`config.mk`:
```
export PLATFORM = sky130hd
export DESIGN_NAME = seven_seg_scanner
export DESIGN_NICKNAME = d
export VERILOG_FILES = /design/src/rtl/seven_seg_pkg.sv /design/src/rtl/seven_seg_scanner_decode.sv /design/src/rtl/seven_seg_scanner.sv
export SDC_FILE = /design/constraint.sdc
export NUM_CORES = 1
export LEC_CHECK = 0
export ABC_AREA = 1
export BUFFER_PORTS_ARGS = -buffer_cell sky130_fd_sc_hd__clkbuf_2
export CORE_MARGIN = 3
export CORE_UTILIZATION = 43
export DETAILED_ROUTE_END_ITERATION = 10
export GPL_ROUTABILITY_DRIVEN = 0
export GPL_TIMING_DRIVEN = 0
export PLACE_DENSITY = 0.62
export RECOVER_POWER = 100
export SYNTH_ARGS = -nofsm -noshare
export SYNTH_HDL_FRONTEND = slang
export SYNTH_HIERARCHICAL = 1
export SYNTH_SLANG_ARGS = --single-unit
```
`constraint.sdc`:
```
create_clock -name clk -period 2.4 [get_ports clk]
set_clock_uncertainty 0.15 [all_clocks]
set_input_delay 0.24 -clock clk [delete_from_list [all_inputs] [get_ports clk]]
set_output_delay 0.24 -clock clk [all_outputs]
set_load 0.05 [all_outputs]
```
`src/rtl/seven_seg_pkg.sv`:
```
// Shared constants for the seven-segment scanner: active-high segment
// patterns in a..g order and counter-width helper.
package seven_seg_pkg;

    localparam logic [6:0] SEG_0    = 7'b1111110;
    localparam logic [6:0] SEG_1    = 7'b0110000;
    localparam logic [6:0] SEG_2    = 7'b1101101;
    localparam logic [6:0] SEG_3    = 7'b1111001;
    localparam logic [6:0] SEG_4    = 7'b0110011;
    localparam logic [6:0] SEG_5    = 7'b1011011;
    localparam logic [6:0] SEG_6    = 7'b1011111;
    localparam logic [6:0] SEG_7    = 7'b1110000;
    localparam logic [6:0] SEG_8    = 7'b1111111;
    localparam logic [6:0] SEG_9    = 7'b1111011;
    localparam logic [6:0] SEG_DASH = 7'b0000001;
    localparam logic [6:0] SEG_OFF  = 7'b0000000;

    // Width of a counter holding 0..n-1, never narrower than one bit.
    function automatic int cnt_width(input int n);
        return (n <= 2) ? 1 : $clog2(n);
    endfunction

endpackage

```
`src/rtl/seven_seg_scanner_decode.sv`:
```
// BCD digit to active-high segment pattern; codes 10-15 render as a dash.
module bcd_digit_decode
    import seven_seg_pkg::*;
(
    input  logic [3:0] bcd,
    input  logic       blank,
    output logic [6:0] pattern
);

    always_comb begin
        pattern = SEG_DASH;
        if (blank) begin
            pattern = SEG_OFF;
        end else begin
            case (bcd)
                4'd0:    pattern = SEG_0;
                4'd1:    pattern = SEG_1;
                4'd2:    pattern = SEG_2;
                4'd3:    pattern = SEG_3;
                4'd4:    pattern = SEG_4;
                4'd5:    pattern = SEG_5;
                4'd6:    pattern = SEG_6;
                4'd7:    pattern = SEG_7;
                4'd8:    pattern = SEG_8;
                4'd9:    pattern = SEG_9;
                default: pattern = SEG_DASH;
            endcase
        end
    end

endmodule

```
`src/rtl/seven_seg_scanner.sv`:
```
// Multiplexed seven-segment scanner with frame-aligned commit of loaded
// BCD data, per-slot dead time and optional leading-zero blanking.
module seven_seg_scanner
    import seven_seg_pkg::*;
#(
    parameter int NUM_DIGITS     = 4,
    parameter int REFRESH_DIV    = 50000,
    parameter int DEAD_CYCLES    = 16,
    parameter bit AN_ACTIVE_LOW  = 1'b1,
    parameter bit SEG_ACTIVE_LOW = 1'b0
) (
    input  logic                    clk,
    input  logic                    rst_n,
    input  logic                    load,
    input  logic [4*NUM_DIGITS-1:0] bcd_in,
    input  logic [NUM_DIGITS-1:0]   dp_in,
    input  logic                    blank_lz,
    output logic [6:0]              seg,
    output logic                    dp,
    output logic [NUM_DIGITS-1:0]   an,
    output logic                    update_pending,
    output logic                    frame_tick
);

    localparam int PW = cnt_width(REFRESH_DIV);
    localparam int DW = cnt_width(NUM_DIGITS);
    localparam logic [PW-1:0] PRE_LAST = PW'(REFRESH_DIV - 1);
    localparam logic [PW-1:0] DEAD_END = PW'(DEAD_CYCLES);
    localparam logic [DW-1:0] DIG_LAST = DW'(NUM_DIGITS - 1);

    logic [PW-1:0]           prescaler;
    logic [DW-1:0]           digit_idx;
    logic [4*NUM_DIGITS-1:0] pend_bcd, disp_bcd;
    logic [NUM_DIGITS-1:0]   pend_dp, disp_dp;
    logic                    pres_tc, frame_bnd;
    logic [3:0]              cur_bcd;
    logic                    cur_dp, cur_lz;
    logic [NUM_DIGITS-1:0]   an_next;
    logic [6:0]              cur_pat;

    assign pres_tc   = (prescaler == PRE_LAST);
    assign frame_bnd = pres_tc && (digit_idx == DIG_LAST);

    // Select the scanned digit; cur_lz marks it as a leading zero when it and
    // everything above it are zero (digit 0 always stays visible).
    always_comb begin
        cur_bcd = '0;
        cur_dp  = 1'b0;
        cur_lz  = 1'b0;
        an_next = '0;
        for (int k = 0; k < NUM_DIGITS; k++) begin
            an_next[k] = (prescaler >= DEAD_END) && (digit_idx == DW'(k));
            if (digit_idx == DW'(k)) begin
                cur_bcd = disp_bcd[4*k +: 4];
                cur_dp  = disp_dp[k];
                cur_lz  = (k != 0);
                for (int j = k; j < NUM_DIGITS; j++) begin
                    if (disp_bcd[4*j +: 4] != 4'd0) cur_lz = 1'b0;
                end
            end
        end
    end

    bcd_digit_decode u_decode (
        .bcd     (cur_bcd),
        .blank   (blank_lz && cur_lz),
        .pattern (cur_pat)
    );

    always_ff @(posedge clk or negedge rst_n) begin
        if (!rst_n) begin
            prescaler  <= '0;
            digit_idx  <= '0;
            frame_tick <= 1'b0;
        end else begin
            frame_tick <= frame_bnd;
            if (pres_tc) begin
                prescaler <= '0;
                digit_idx <= (digit_idx == DIG_LAST) ? '0 : digit_idx + 1'b1;
            end else begin
                prescaler <= prescaler + 1'b1;
            end
        end
    end

    // A load landing on the boundary bypasses pending and supersedes it.
    always_ff @(posedge clk or negedge rst_n) begin
        if (!rst_n) begin
            pend_bcd       <= '0;
            pend_dp        <= '0;
            disp_bcd       <= '0;
            disp_dp        <= '0;
            update_pending <= 1'b0;
        end else if (load && frame_bnd) begin
            disp_bcd       <= bcd_in;
            disp_dp        <= dp_in;
            update_pending <= 1'b0;
        end else if (load) begin
            pend_bcd       <= bcd_in;
            pend_dp        <= dp_in;
            update_pending <= 1'b1;
        end else if (frame_bnd && update_pending) begin
            disp_bcd       <= pend_bcd;
            disp_dp        <= pend_dp;
            update_pending <= 1'b0;
        end
    end

    always_ff @(posedge clk or negedge rst_n) begin
        if (!rst_n) begin
            an  <= {NUM_DIGITS{AN_ACTIVE_LOW}};
            seg <= {7{SEG_ACTIVE_LOW}};
            dp  <= SEG_ACTIVE_LOW;
        end else begin
            an  <= AN_ACTIVE_LOW  ? ~an_next : an_next;
            seg <= SEG_ACTIVE_LOW ? ~cur_pat : cur_pat;
            dp  <= SEG_ACTIVE_LOW ? ~cur_dp  : cur_dp;
        end
    end

endmodule

```
==> results by group, run 1 <==
Worst setup path
  – Critical path type: reg -> reg
  – Largest delay share family, worst path: buffers and inverters
  – Worst Path Required: 2490 ps
  – Startpoint types: flop
  – CP max stage delay: around 400 ps
  – Cell Chain, Critical Path: ha_1, buf_2, inv_1, o211ai_1, o21ai_1, inv_1, ha_1, nand2_1, inv_1, nor2_1, nor2_1
  – Critical path capture point type: flop
  – Worst-path fanout max: 10
  – CP dominant cell by count: inv_1
  – Worst path bufs/invs: 4
  – CP arrival: around 2300 ps
  – Slowest stage cell on the critical path: dfrtp_1

Pwr
  – Leakage: ~2.4 nW
  – P_sw: 0.000560 W
  – Combinational power share: approximately 6.5%
  – Pwr Density: between 500 and 600 nW/um2
  – Clock Power Share: about 44%
  – Sw Share: ~22%
  – Power Internal: between 0.0015 and 0.002 W
  – Peak supply drop: between 200 and 300 uV
  – Sequential Power Share: ~50%

GRT
  – Grt ovf: 0
  – Number of global-route vias before repair: around 3000
  – Global-route wire length before repair: about 14000 um
  – Largest net degree at the start of global routing: between 50 and 60
  – Total GRT Usage: between 10% and 20%
  – Initial antenna violation count: 0

STA
  – Final setup margin: 208 ps
  – Final period util: between 90% and 100%
  – Slew Viols, Final: 0
  – Final Hold Fails: 0
  – Crit path time final: ~2200 ps
  – Fmax: between 400 and 500 MHz
  – Final hold slack: between 30 and 40 ps
  – Setup-failing EPs final: 0
  – Slew @ Worst Pin: 1120 ps
  – RSZ-0062 raised after global routing: no
  – Slew HR: around a quarter

Finish
  – Final instance area: between 4000 and 5000 um2
  – Syn-to-layout area delta: 21.0%
  – Layout cells sized above 1: between 10% and 20%
  – Diode count: 0
  – Nets: 595
  – Final std cells w/o fill: 670
  – Finished Core Util: between 50% and 60%

Run
  – Max_cap viols: 0

Routing
  – DRC: 0
  – Detailed Route Iter0 Violations: 128
  – Via density: roughly 4.7
  – Antenna-violating nets left: 0
  – WL/cell: around 12 um
  – Via count: roughly 3200
  – Drt total wl: roughly 8100 um
  – Pre-antenna DRT Iters: 5

Die
  – Die height: slightly below 100 um
  – Std cell rows: 33
  – Initial core utilization: approximately 45%
  – Die W: 98.9 um
  – IO Pins: 38
  – Area of the core: a little over 8000 um2
  – Full die area: a little under 10000 um2

Logic synthesis
  – Syn nets: 526
  – Cells after Synth: around 490
  – Syn_area_per_cell: around 7.6 um2
  – Top post-synthesis cells by area: dfrtp_1 46%, nand2_1 16%, nor2_1 7.6%
  – Netlist Area Pre-Place: 3710 um2
  – Flops & latches, synth: 72
  – Top-area cell type share of the netlist area: a little under half
  – Yosys cell types: 28
  – Yosys Warn Count: 6
  – Cell taking the most area after synthesis: dfrtp_1
  – Post-synthesis sequential area ratio: about half

Placement
  – DP Wirelength: between 5000 and 6000 um
  – Placed insts: between 600 and 700
  – Cell area after placement: around 4100 um2
  – Place WS: -46.6 ps
  – Port bufs: 37

CTS
  – Htree depth: 3
  – Clock latency on the worst-skew pair: between 300 and 400 ps
  – Clock root cell: clkbuf_8
  – CTS tree: done
  – Max Root-Sink Buffers: 2
  – CTS Buf Count: 9
  – Clk slew on worst S/H paths: 80 ps
  – Post-CTS Setup Repair Bufs: 0
  – Clock Sinks: 72

Worst hold path
  – Min-delay worst type: in -> reg

Outcome
  – Run status: complete, no violations
## tightest hold or removal path: stages
cell and delay, ps:
clkbuf_2 110, nand3_1 90, nand2_1 50
## path summary, 6_finish.rpt
check | slack [ps] | depth (start not counted) | startpoint | endpoint
min in group asynchronous | 480 | 2 | rst_n | prescaler[10]$_DFF_PN0_
max in group asynchronous | 810 | 3 | rst_n | pend_bcd[14]$_DFFE_PN0P_
setup reg to reg | 210 | 11 | digit_idx[0]$_DFFE_PN0N_ | seg[3]$_DFF_PN0_
hold / removal | 30 | 3 | bcd_in[11] | pend_bcd[11]$_DFFE_PN0P_
hold reg to reg | 320 | 2 | pend_dp[0]$_DFFE_PN0P_ | pend_dp[0]$_DFFE_PN0P_
setup / recovery | 210 | 11 | digit_idx[0]$_DFFE_PN0N_ | seg[3]$_DFF_PN0_
## power by group through the flow
| stage | Sequential, W | Clock [W] | Combinational [W] |
|---|---|---|---|
| final | 0.00126 | 0.00113 | 0.000165 |
| after global routing | 0.00126 | 0.00120 | 0.000192 |
| after CTS | 0.00126 | 0.00116 | 0.000169 |
| after detailed placement | 0.00128 | 0 | 0.000143 |
| after global placement | 0.00128 | 0 | 0.000135 |
| after floorplan | 0.00128 | 0 | 0.0000737 |
## final cells by class
type,instances,area (um2)
plain buffers,16,86.3
multi-input cells,342,1600
repair buffers,58,394
clock buffers,12,165
well taps,105,131
clock inverters,4,75.1
fillers,797,3810
inverters,61,230
flip-flops and latches,72,1810
## flip-flops by register name (all words and copies together), names as in the netlist
signal,count
an,4
digit_idx,2
disp_bcd,16
disp_dp,4
dp,1
frame_tick,1
pend_bcd,16
pend_dp,4
prescaler,16
seg,7
update_pending,1
## routing by layer
layer,GRT usage [%],part of all wire (%),wire [um],vias to the layer above
met1,25.9,50,4040,1435
li1,-,-,-,1644
met5,0,0,0,-
met4,6.09,1.1,89,0
met2,27.0,45,3640,61
met3,3.89,3.9,316,12
## what timing repair did
item | in CTS | in global routing
pin swaps | 0 | 0
hold buffers | 20 | 0
gates resized for setup | 1 | 6
endpoints found under the setup margin | 1 | 6
hold endpoints to repair | 91 | 0
## logic make-up (layout without fill, tap and decap cells)
| family | after synthesis | after routing | synth area share (%) |
|---|---|---|---|
| AND/OR/NAND/NOR | 294 | 294 | 32.7 |
| buffers and inverters | 77 | 151 | 8.60 |
| flip-flops | 72 | 72 | 48.7 |
| AO/OA/AOI/OAI | 29 | 29 | 4.35 |
| adder cells (fa/ha/maj) | 11 | 11 | 3.71 |
| XOR/XNOR | 8 | 8 | 1.89 |
## stage by stage
stage               power (W)  setup TNS [ps]
detailed placement    0.00142           -46.6
floorplan             0.00135               0
CTS                   0.00258               0
finish                0.00255               0
global placement      0.00141           -9.20
global route          0.00266               0
## Yosys cell counts
cell and n:
nand2_1 160, nor2_1 75, dfrtp_1 68, inv_1 58, nand3_1 33, a21oi_1 11, ha_1 11, o21ai_0 11
clkbuf_1 8, xor2_1 8, nand4_1 7, buf_2 5, nand2_2 5, nor3_1 5, dfstp_2 4, buf_6 3
nor2_2 3, nor4_1 3, inv_2 2, o211ai_1 2, o21bai_1 2, clkinv_2 1, nand2_4 1, nor2_4 1
o21a_1 1, o21ai_1 1, o21ai_2 1, or2_2 1
## cell usage in the layout, fill, tap and decap left out, types with 3 or more instances in the layout
cell           count
dlygate4sd3_1     20
dfrtp_1           68
o21ai_0           11
xor2_1             8
clkbuf_8          12
clkbuf_1          25
nor3_1             5
nand3_1           33
buf_6              3
nand4_1            7
ha_2               3
inv_2              3
nand2_1          161
inv_1             57
nor2_1            76
dfstp_2            4
clkbuf_2          24
nand2_2            4
nor4_1             3
ha_1               8
a21oi_1           10
No activity file was read; power rests on OpenSTA's default activity.
==> inputs of run 2 (changes only) <==
Settings changed: CORE_ASPECT_RATIO from default to 0.8.
==> run 2 against run 1 <==
- global-route usage up 1.0 points
- die area about the same
- clock power about the same
- register-to-register slack worse by 40 ps
- count of clock-buffer cells in the layout down 2
- critical endpoint unchanged
- final area up 1.1%
- worst setup slack worse by 42 ps
- sequential power about the same
==> results by group, run 2 (synthesized netlist as in run 1, its figures left out) <==
Pwr
  – PnR Total Power: 0.00252 W
  – Peak supply drop: between 400 and 500 uV
  – Leakage: 2.43 nW
  – Pwr Density: around 560 nW/um2

CTS
  – Clk slew on worst S/H paths: approximately 80 ps
  – CTS Buf Count: 9
  – Clock Sinks: 72
  – Clock root cell: clkbuf_8
  – Max Root-Sink Buffers: 2
  – Htree depth: 3
  – CTS tree: done
  – Clock latency on the worst-skew pair: roughly 360 ps

Finish
  – Nets: between 500 and 600
  – Fill cell count: roughly 810
  – Most frequent cells in the layout: 160 x nand2_1, 76 x nor2_1, 68 x dfrtp_1, 56 x inv_1, 33 x nand3_1
  – Biggest regs: disp_bcd: 16 flops, pend_bcd: 16 flops, prescaler: 16 flops
  – Syn-to-layout area delta: 22.3%
  – Layout cells sized above 1: 12.9%
  – Diode count: 0
  – Finished Core Util: 55.5%
  – Commonest non-fill, non-tap cell in the layout: nand2_1
  – Final instance area: between 4000 and 5000 um2

STA
  – Slew HR: between 10% and 20%
  – Final period util: 93.1%
  – Crit path time final: around 2200 ps
  – Final Hold Fails: 0
  – Setup-failing EPs final: 0
  – Slew Viols, Final: 0
  – Slew @ Worst Pin: between 1000 and 1500 ps
  – Fmax: roughly 450 MHz

Routing
  – Via density: between 4 and 5
  – Pre-antenna DRT Iters: 4
  – Via count: between 3000 and 4000
  – Drt total wl: roughly 8500 um
  – Detailed Route Iter0 Violations: 183
  – DRC: 0
  – WL/cell: 12.6 um
  – Antenna-violating nets left: 0

GRT
  – Met2 usage: around 28%
  – Global-route wire length before repair: roughly 14000 um
  – Largest net degree at the start of global routing: 52
  – Number of global-route vias before repair: about 3000
  – Initial antenna violation count: 0
  – Met1 GRT Util: between 20% and 30%
  – Gr busiest metal: met2
  – Total GRT Usage: 19.0%
  – Grt met3 use: under 10%
  – Grt ovf: 0

Worst setup path
  – Worst-path fanout max: 6
  – Worst Path Required: about 2500 ps
  – CP arrival: approximately 2300 ps
  – Critical path type: reg -> reg
  – Startpoint types: flop
  – Critical path capture point type: flop

Placement
  – DP Wirelength: approximately 5900 um
  – Port bufs: 37
  – Cell area after placement: 4060 um2

Die
  – Std cell rows: 29
  – IO Pins: 38
  – Die W: ~110 um
  – Full die area: 9780 um2
  – Area of the core: approximately 8000 um2
  – Initial core utilization: 45.4%
  – Die height: 89.1 um

Outcome
  – Run status: complete, no violations

Run
  – Max_cap viols: 0

Worst hold path
  – Min-delay worst type: in -> reg
[run 2: cell count changes in the layout (fill, tap and decap cells not counted), moves of 2 or more]
| cell | change |
|---|---|
| clkbuf_8 | -2 |
| buf_4 | +2 |
| ha_2 | -3 |
| ha_4 | +3 |
[run 2: area by class of cell]
cell class | count | area (um2) | share of cell area [%]
clock inverter | 6 | 91.3 | 2.01
clock buffer | 10 | 138 | 3.04
timing repair buffer | 61 | 419 | 9.24
buffer | 16 | 81.3 | 1.79
tap | 108 | 135 | 2.98
inverter | 61 | 230 | 5.08
sequential | 72 | 1810 | 39.8
multi-input combinational | 342 | 1630 | 36.0
[run 2: metal layers]
layer / share of wire, % / wire length (um)
met2: 43 / 3680
met4: 0.73 / 62
met1: 51 / 4300
met5: 0 / 0
met3: 5.4 / 455
[run 2: stage by stage]
stage | setup WS [ps] | hold WS (ps) | instances | TNS [ps]
4_1_cts | 41.9 | 112 | 674 | 0
6_report | 166 | 130 | 676 | 0
2_1_floorplan | 234 | -206 | 491 | 0
3_3_place_gp | -12.3 | 304 | 636 | -12.3
3_5_place_dp | -56.8 | 29.5 | 637 | -56.8
5_1_grt | -9.06 | 124 | 676 | -9.06
[run 2: repair_timing]
item                                    CTS  global route
hold buffers                             21             0
resized for setup                         1            11
pin swaps                                 0             1
setup buffers                             0             2
endpoints found under the hold margin    92             0
endpoints found under the setup margin    4             6
[run 2: worst paths after layout]
| path | startpoint | endpoint | slack (ps) | cells after the start |
|---|---|---|---|---|
| worst max-delay path | digit_idx[1]$_DFFE_PN0N_ | seg[3]$_DFF_PN0_ | 170 | 13 |
| worst min-delay path | blank_lz | seg[0]$_DFF_PN0_ | 130 | 4 |
| worst max register to register | digit_idx[1]$_DFFE_PN0N_ | seg[3]$_DFF_PN0_ | 170 | 13 |
| worst min register to register | pend_bcd[2]$_DFFE_PN0P_ | pend_bcd[2]$_DFFE_PN0P_ | 320 | 2 |
| max in group asynchronous | rst_n | pend_bcd[4]$_DFFE_PN0P_ | 780 | 3 |
| min in group asynchronous | rst_n | prescaler[13]$_DFF_PN0_ | 500 | 2 |
[run 2: worst max-delay path: stages (launching register included)]
cell     delay, ps
dfrtp_1        420
inv_2           90
ha_4           190
inv_1          140
nor2_1          80
a21oi_1        130
nand2_1        120
a21oi_4        180
inv_1           90
ha_1           270
nand2_1         70
inv_1           50
nor2_1          90
nor2_1          40
[run 2: power by group]
part | switching [W] | internal (W)
logic | 0.0000915 | 0.0000743
registers | 0.0000146 | 0.00124
clock network | 0.000480 | 0.000616
==> inputs of run 3 (changes only) <==
Settings changed: REMOVE_ABC_BUFFERS from default to 1.
==> run 3 against run 2 <==
- worst setup slack better by 5.2 ps
- non-clock buffer count decreased by 11
- via count is 2.2% lower
- total power is 1.4% lower
- routed wire length is 7.1% lower
- register-to-register slack about the same
- die area did not move
- combinational power down 5%
- global-route usage fell by 1.7 points
- cell count is 1.5% lower
- utilization fell by 0.21 points
- count of clock-buffer cells in the layout stayed put
==> results by group, run 3 (synthesized netlist as in run 1, its figures left out) <==
CTS
  – Clock latency on the worst-skew pair: ~350 ps
  – CTS Buf Count: 9
  – Max Root-Sink Buffers: 2
  – Clock root cell: clkbuf_8
  – Clock Sinks: between 70 and 80
  – Clk slew on worst S/H paths: approximately 80 ps
  – Htree depth: 3
  – CTS tree: done

Run
  – Max_cap viols: 0

Pwr
  – Peak supply drop: 272 uV
  – Leakage: around 2.4 nW
  – Pwr Density: 550 nW/um2

Finish
  – Finished Core Util: 55.3%
  – Biggest regs: disp_bcd: 16 flops, pend_bcd: 16 flops, prescaler: 16 flops
  – Commonest non-fill, non-tap cell in the layout: nand2_1
  – Fill cell count: just over 800
  – Syn-to-layout area delta: 21.8%
  – Nets: between 500 and 600
  – Layout cells sized above 1: a little over an eighth
  – Most frequent cells in the layout: 161 x nand2_1, 75 x nor2_1, 67 x dfrtp_1, 54 x inv_1, 33 x nand3_1
  – Diode count: 0

STA
  – Slew Viols, Final: 0
  – Final Hold Fails: 0
  – Final hold slack: roughly 22 ps
  – Slew @ Worst Pin: 1060 ps
  – Final period util: slightly above 90%
  – Fmax: 449 MHz
  – Crit path time final: ~2200 ps
  – Final setup margin: 172 ps
  – Slew HR: between 20 and 30%
  – Setup-failing EPs final: 0
  – RSZ-0062 raised after global routing: no

Routing
  – Detailed Route Iter0 Violations: between 150 and 200
  – WL/cell: between 10 and 15 um
  – Drt total wl: 7890 um
  – DRC: 0
  – Antenna-violating nets left: 0
  – Via density: 4.70
  – Pre-antenna DRT Iters: 4
  – Via count: 3133

Placement
  – Port bufs: 37
  – DP Wirelength: approximately 5200 um
  – Place WS: -179 ps

Worst setup path
  – Worst Path Required: between 2000 and 2500 ps
  – Startpoint types: flop
  – R2R cell count: 10
  – CP max stage delay: about 400 ps
  – R2R Path Start: digit_idx[1]$_DFFE_PN0N_
  – Slowest stage cell on the critical path: dfrtp_1
  – Worst reg-to-reg setup slack: roughly 170 ps
  – Cell Chain, Critical Path: buf_4, ha_2, inv_2, o21ai_1, inv_1, ha_1, nand2_1, inv_1, nor2_1, nor2_1
  – CP arrival: 2320 ps
  – Worst-path fanout max: 11
  – RR Endpoint: seg[3]$_DFF_PN0_
  – Critical path capture point type: flop
  – Critical path type: reg -> reg

Die
  – Initial core utilization: 45.4%
  – Die height: ~89 um
  – IO Pins: 38
  – Die W: 110 um
  – Full die area: roughly 10000 um2
  – Std cell rows: 29
  – Area of the core: between 8000 and 9000 um2

Worst hold path
  – Hold depth: 3
  – Hold EP: pend_dp[1]$_DFFE_PN0P_
  – Min-delay worst type: in -> reg
  – HP Start: dp_in[1]

GRT
  – Total GRT Usage: approximately 17%
  – Global-route wire length before repair: about 13000 um
  – Grt ovf: 0
  – Initial antenna violation count: 0
  – Number of global-route vias before repair: just under 3000
  – Largest net degree at the start of global routing: 55

Outcome
  – Run status: complete, no violations
run 3: cell count changes in the layout (fill, tap and decap cells not counted), sizes merged:
cell	change
clkbuf	-12
buf	+2
nand4	+1
dlygate4sd3	-1
clkinv	+2
clkinvlp	-2
run 3: critical path, delay by kind of cell (launching register included):
family / cells / cell delay (ps)
AOI/OAI and AO/OA: 1 / 290
adders and majority gates: 2 / 650
buffers and inverters: 4 / 430
DFF: 1 / 390
and+or+nand+nor: 3 / 210
run 3: repair_timing:
action                     in CTS  in global routing
pin swaps                       1                  2
hold buffers                   20                  0
hold endpoints to repair       91                  0
cloned                          0                  1
buffers inserted                3                  4
setup endpoints to repair      21                 32
resized for setup               5                 15
run 3: stage by stage:
step / TNS, ps / power [W] / std cells / instance area [um2]
3_3_place_gp: -12650 / 0.00141 / 620 / 3940
5_1_grt: 0 / 0.00260 / 666 / 4520
2_1_floorplan: 0 / 0.00134 / 475 / 3620
4_1_cts: 0 / 0.00252 / 661 / 4460
3_5_place_dp: -2590 / 0.00142 / 622 / 4000
6_report: 0 / 0.00248 / 666 / 4520
run 3: metal layers:
| layer | global-route usage, % | up-vias | wire length [um] |
|---|---|---|---|
| li1 | - | 1636 | - |
| met1 | 23.0 | 1425 | 3990 |
| met2 | 27.8 | 64 | 3400 |
| met3 | 4.55 | 8 | 428 |
| met4 | 5.44 | 0 | 68 |
| met5 | 0 | - | 0 |
run 3: area by class of cell:
class / instances / area (um2) / area share, %
clock inverter: 6 / 92.6 / 2.05
sequential: 72 / 1810 / 40.0
multi-input combinational: 343 / 1650 / 36.5
tap: 108 / 135 / 2.99
inverter: 61 / 233 / 5.15
timing repair buffer: 66 / 474 / 10.5
clock buffer: 10 / 128 / 2.83
run 3: worst max path at each step:
stage,start,end,slack [ps],cells after the start
after CTS,digit_idx[0]$_DFFE_PN0N_,seg[3]$_DFF_PN0_,20,11
after global routing,digit_idx[1]$_DFFE_PN0N_,seg[3]$_DFF_PN0_,10,10
after detailed placement,prescaler[0]$_DFF_PN0_,disp_bcd[12]$_DFFE_PN0P_,-180,8
after global placement,prescaler[0]$_DFF_PN0_,disp_bcd[7]$_DFFE_PN0P_,-650,7
after floorplan,prescaler[0]$_DFF_PN0_,disp_bcd[0]$_DFFE_PN0P_,100,7
final,digit_idx[1]$_DFFE_PN0N_,seg[3]$_DFF_PN0_,170,10
run 3: where the power goes:
group,internal (W),switching [W],leakage [nW]
combinational,0.0000699,0.0000885,1.42
sequential,0.00124,0.0000144,0.904
clock,0.000591,0.000478,0.103
